===== src/rtl/light_sched_pkg.sv =====
// Shared types and constants for the hazard-light mode scheduler.
package light_sched_pkg;

    localparam int NUM_REQ = 2;

    // Mode codes understood by the downstream pattern FSM.
    typedef enum logic [1:0] {
        CALM   = 2'b00,
        R2L    = 2'b01,
        L2R    = 2'b10,
        FREEZE = 2'b11
    } light_mode_t;

    typedef enum logic [1:0] {
        IDLE  = 2'b00,
        PEND  = 2'b01,
        DWELL = 2'b10
    } sched_state_t;

endpackage


===== src/rtl/step_prescaler.sv =====
// Free-running prescaler that emits a one-cycle step strobe every 2**DIV_W
// clocks. The strobe is registered and is high exactly in the cycle the
// counter holds all-ones.
module step_prescaler #(
    parameter int DIV_W = 24
) (
    input  logic clock,
    input  logic reset,
    output logic step
);

    localparam logic [DIV_W-1:0] ALL_ONES = '1;
    localparam logic [DIV_W-1:0] PRE_LAST = ALL_ONES - DIV_W'(1);

    logic [DIV_W-1:0] r_count;
    logic             r_step;

    // Count up and wrap; raise the strobe one cycle ahead so it lines up with all-ones.
    always_ff @(posedge clock or posedge reset) begin
        if (reset) begin
            r_count <= '0;
            r_step  <= 1'b0;
        end else begin
            // NOTE: non-blocking assignments keep every flop sampling pre-edge values.
            r_count <= r_count + DIV_W'(1);
            r_step  <= (r_count == PRE_LAST);
        end
    end

    assign step = r_step;

endmodule


===== src/rtl/light_mode_scheduler.sv =====
// Arbitrates two mode requesters (0 = tower panel, 1 = wind sensor) and
// applies the granted mode on a step boundary, then holds it for MIN_DWELL
// steps before accepting another request.
// Build option: define LMS_ROUND_ROBIN_EN for round-robin tie-breaking;
// otherwise the tower panel wins every tie.
module light_mode_scheduler
    import light_sched_pkg::*;
#(
    parameter int DIV_W     = 24,
    parameter int MIN_DWELL = 8,
    parameter int DWELL_W   = 8
) (
    input  logic       clock,
    input  logic       reset,
    input  logic [1:0] req,
    input  logic [1:0] req_mode0,
    input  logic [1:0] req_mode1,
    output logic [1:0] ack,
    output logic [1:0] mode,
    output logic       step,
    output logic       busy,
    output logic       owner
);

    logic                w_step;
    logic                w_winner;
    sched_state_t        r_state;
    sched_state_t        w_state_next;
    logic                r_winner;
    logic                w_winner_next;
    light_mode_t         r_lmode;
    light_mode_t         w_lmode_next;
    light_mode_t         r_mode;
    light_mode_t         w_mode_next;
    logic [NUM_REQ-1:0]  r_ack;
    logic [NUM_REQ-1:0]  w_ack_next;
    logic                r_owner;
    logic                w_owner_next;
    logic                r_busy;
    logic                w_busy_next;
    logic [DWELL_W-1:0]  r_dwell;
    logic [DWELL_W-1:0]  w_dwell_next;

    step_prescaler #(.DIV_W(DIV_W)) u_prescaler (
        .clock (clock),
        .reset (reset),
        .step  (w_step)
    );

    // Arbiter: a lone requester always wins; ties resolved by the build option.
    always_comb begin
        // NOTE: every comb output gets a default first so no latch is inferred.
        w_winner = 1'b0;
        if (req == 2'b10) begin
            w_winner = 1'b1;
        end else if (req == 2'b11) begin
`ifdef LMS_ROUND_ROBIN_EN
            w_winner = ~r_owner;
`else
            w_winner = 1'b0;
`endif
        end
    end

    // State register plus all registered outputs.
    always_ff @(posedge clock or posedge reset) begin
        if (reset) begin
            r_state  <= IDLE;
            r_winner <= 1'b0;
            r_lmode  <= CALM;
            r_mode   <= CALM;
            r_ack    <= '0;
            r_owner  <= 1'b0;
            r_busy   <= 1'b0;
            r_dwell  <= '0;
        end else begin
            r_state  <= w_state_next;
            r_winner <= w_winner_next;
            r_lmode  <= w_lmode_next;
            r_mode   <= w_mode_next;
            r_ack    <= w_ack_next;
            r_owner  <= w_owner_next;
            r_busy   <= w_busy_next;
            r_dwell  <= w_dwell_next;
        end
    end

    // Next-state logic: a request only reaches the mode on a later step, and
    // DWELL releases on the step where the last dwell step is consumed.
    always_comb begin
        w_state_next = r_state;
        unique case (r_state)
            IDLE:    if (|req) w_state_next = PEND;
            PEND: begin
                if (!req[r_winner])  w_state_next = IDLE;
                else if (w_step)     w_state_next = DWELL;
            end
            DWELL:   if (w_step && (r_dwell == DWELL_W'(1))) w_state_next = IDLE;
            default: w_state_next = IDLE;
        endcase
    end

    // Output logic: next values for the registered outputs and latched request.
    always_comb begin
        w_winner_next = r_winner;
        w_lmode_next  = r_lmode;
        w_mode_next   = r_mode;
        w_ack_next    = '0;
        w_owner_next  = r_owner;
        w_dwell_next  = r_dwell;
        unique case (r_state)
            IDLE: begin
                if (|req) begin
                    w_winner_next = w_winner;
                    w_lmode_next  = w_winner ? light_mode_t'(req_mode1)
                                             : light_mode_t'(req_mode0);
                end
            end
            PEND: begin
                if (req[r_winner] && w_step) begin
                    w_mode_next          = r_lmode;
                    w_ack_next[r_winner] = 1'b1;
                    w_owner_next         = r_winner;
                    w_dwell_next         = DWELL_W'(MIN_DWELL);
                end
            end
            DWELL: begin
                // Guarded so the counter can never wrap below zero.
                if (w_step && (r_dwell != '0)) w_dwell_next = r_dwell - DWELL_W'(1);
            end
            default: begin
                w_dwell_next = '0;
            end
        endcase
        w_busy_next = (w_state_next != IDLE);
    end

    assign ack   = r_ack;
    assign mode  = r_mode;
    assign step  = w_step;
    assign busy  = r_busy;
    assign owner = r_owner;

endmodule


===== config.mk =====
export PLATFORM = sky130hd
export DESIGN_NAME = light_mode_scheduler
export DESIGN_NICKNAME = d
export VERILOG_FILES = /design/src/rtl/light_sched_pkg.sv /design/src/rtl/step_prescaler.sv /design/src/rtl/light_mode_scheduler.sv
export SDC_FILE = /design/constraint.sdc
export NUM_CORES = 1
export LEC_CHECK = 0
export BUFFER_PORTS_ARGS = -buffer_cell sky130_fd_sc_hd__buf_2
export CORE_MARGIN = 3
export CORE_UTILIZATION = 45
export CTS_BUF_LIST = sky130_fd_sc_hd__clkbuf_4 sky130_fd_sc_hd__clkbuf_8
export CTS_CLUSTER_SIZE = 16
export DETAILED_ROUTE_END_ITERATION = 10
export PLACE_DENSITY = 0.6
export SLEW_MARGIN = 40
export SYNTH_ARGS = -nofsm -noshare
export SYNTH_HDL_FRONTEND = slang
export SYNTH_SLANG_ARGS = --single-unit

===== constraint.sdc =====
create_clock -name clock -period 2.7 [get_ports clock]
set_clock_uncertainty 0.05 [all_clocks]
set_input_delay 0.405 -clock clock [delete_from_list [all_inputs] [get_ports clock]]
set_output_delay 0.405 -clock clock [all_outputs]
set_load 0.01 [all_outputs]

==> metrics <==
outcome=finished clean; H-tree level count=2; CTS Sinks=44; top cell type by total area after synthesis=dfrtp_1; fmax=~0.48 GHz; # diodes=0; Netlist cell types=43; GRT Util Overall=15.2%; number of flops mapped to enable cells by yosys=0; Pleak=approximately 1.2 nW; placed cell count=approximately 280; dpl hpwl=2920 µm; Area Growth Syn to Fin=12.1%; core area=between 4000 and 5000 µm²; final setup vio count=0; number of max-cap violations=0; first-pass GRT wire length=7120 µm; post-synth top area share=about half; Via-to-Cell Ratio=~5.3; Worst Tran Pin Value=0.629 ns; DIE AREA=5760 µm²; Synth Area per Inst=between 10 and 15 µm²; Post-Syn Nets=~220; # rows=24; vias in the first global route=1508; CTS tree=done; WL/cell=~14 µm; CP max FO=12; Final Hold Fails=0; post-synthesis sequential area ratio=roughly 50%; Slew Limit Headroom=57.7%; cts repair resizes=0; Data arrival, critical path=2.22 ns; Critical Path RT=2.83 ns; Most used DFF post-synth=dfrtp_1; # IOs=15; setup TNS=0 ns; final net count=237; die height=approximately 76 µm; total vias in the final route=1530; Area contributors post-synth=dfrtp_1, xnor2_1, ha_1; Final Non-Filler Cells=roughly 290; Initial Util=about 49%; Worst setup EP type=flip-flop; Worst-path clk slew=around 0.08 ns; Hold Path Class=in -> async; fin crit period=2.09 ns; largest net degree at the start of global routing=45; asr flop ratio synth=100%; RSZ-0062 raised after global routing=false; DR iter-0 viols=~120; Inserted Clock Buffers=5; initial antenna violation count=0; GP Congestion=around 0.82; synthesized flop and latch total=44; Synthesis Warnings=0; Synth Cell Area=2200 µm²; grt ovf=0; DRT Pass-1 Iters=7; ANT nets after route=0; Root Buffer=clkbuf_8; Die W=approximately 76 µm; CP Launch Type=flip-flop; worst vdd ir=~0.34 mV; setup bufs post-CTS=0; drt total wl=approximately 4100 µm; clk_lat worst skew=between 0.2 and 0.3 ns; fin. max-slew vios=0; Cells after Synth=approximately 200; period utilization=between 70% and 80%; layout cell share with drive strength beyond 1=roughly 16%; DRC viols=0; Hold Buf Count CTS=0; Max Root-Sink Buffers=2; PD cells=~660 nW/µm²; # port buffers=14; crit path kind=reg -> reg
-- synthesized netlist by cell type (all sizes together), types with 3 or more instances --
cell and count:
a31oi 3, o22a 3, mux2 4, nand2 9, a211oi 3, nor3 6, xor2 9, ha 9
nor2 11, o21ai 6, xnor2 13, nand3 9, nand4 8, nor4 6, dfrtp 44, a21oi 5
and4 3, inv 20, and3 3
-- registers in the layout, summed over array words and instances, names as in the netlist --
register	count
ack	2
busy	1
mode	2
owner	1
r_dwell	8
r_lmode	2
r_state	2
r_winner	1
u_prescaler.r_count	24
u_prescaler.step	1
-- cell families (layout without fill, tap and decap cells) --
| family | Yosys count | in the layout | share of synthesized area [%] |
|---|---|---|---|
| simple gates | 65 | 65 | 17.0 |
| compound gates | 32 | 32 | 11.9 |
| xor+xnor | 22 | 22 | 8.76 |
| fa+ha+maj | 9 | 9 | 5.12 |
| flops | 44 | 44 | 50.1 |
| buf+inv | 23 | 43 | 4.10 |
| mux | 6 | 6 | 3.13 |
-- routing by layer --
layer | part of all wire (%) | wire, µm | vias up | track usage [%]
met3 | 3.2 | 132 | 4 | 4.03
met5 | 0 | 0 | - | 0
li1 | - | - | 750 | -
met2 | 52 | 2150 | 28 | 25.6
met1 | 44 | 1820 | 748 | 18.8
met4 | 0.77 | 32 | 0 | 5.62
-- layout by cell type, fill, tap and decap left out, types with 2 or more instances in the layout --
cell and instances:
xnor2_1 13, nand4_1 7, and4_1 3, nor3_1 6, nor4_1 6, mux2i_1 2
and3_1 3, mux2_2 3, buf_2 14, inv_1 20, clkbuf_8 6, o22ai_1 2
nor2_1 11, a21oi_1 5, o21ai_0 6, ha_1 9, a31oi_1 2, xor2_1 9
nand3b_1 2, a211oi_1 3, or2_1 2, nand2_1 9, a221oi_1 2, dfrtp_1 44
o22a_2 3, nand3_1 9
-- worst paths after layout --
check | slack [ns] | endpoint | cells past startpoint | start
setup / recovery | 0.61 | r_dwell[1] | 6 | r_state[0]
setup reg to reg | 0.61 | r_dwell[1] | 6 | r_state[0]
min in group clock | 0.30 | r_winner | 2 | req[0]
hold reg to reg | 0.41 | u_prescaler.r_count[13] | 1 | u_prescaler.r_count[13]
max in group asynchronous | 2.05 | u_prescaler.r_count[18] | 3 | reset
hold / removal | 0.18 | r_dwell[2] | 3 | reset
-- area by class of cell --
class,count,area [µm²]
repair buffers,15,77.6
well taps,65,81.3
fillers,383,2070
multi-input cells,134,1010
flip-flops and latches,44,1100
clock inverters,2,38.8
clock buffers,6,82.6
inverters,20,75.1
-- critical path: stages, from the launching register on --
cell	delay (ns)
dfrtp_1	0.41
inv_1	0.11
ha_1	0.39
inv_1	0.09
a31oi_2	0.43
a21o_4	0.19
mux2_4	0.30
-- through the flow --
step / power, W / cell area [µm²] / utilization, % / hold slack, ns / setup WS [ns]
2_1_floorplan: 0.00103 / 2200 / - / 0.384 / 0.793
3_3_place_gp: 0.00109 / 2340 / 51.7 / 0.399 / 0.726
3_5_place_dp: 0.00111 / 2340 / 51.7 / 0.401 / 0.633
4_1_cts: 0.00164 / 2460 / 54.4 / 0.199 / 0.621
5_1_grt: 0.00172 / 2460 / 54.4 / 0.227 / 0.412
6_report: 0.00162 / 2460 / 54.4 / 0.181 / 0.615
-- power by group --
group          switching (W)  internal, W
logic               0.000207     0.000146
clock network       0.000220     0.000302
registers          0.0000390     0.000708
total               0.000466      0.00116
(Power assumes the default switching activity.)
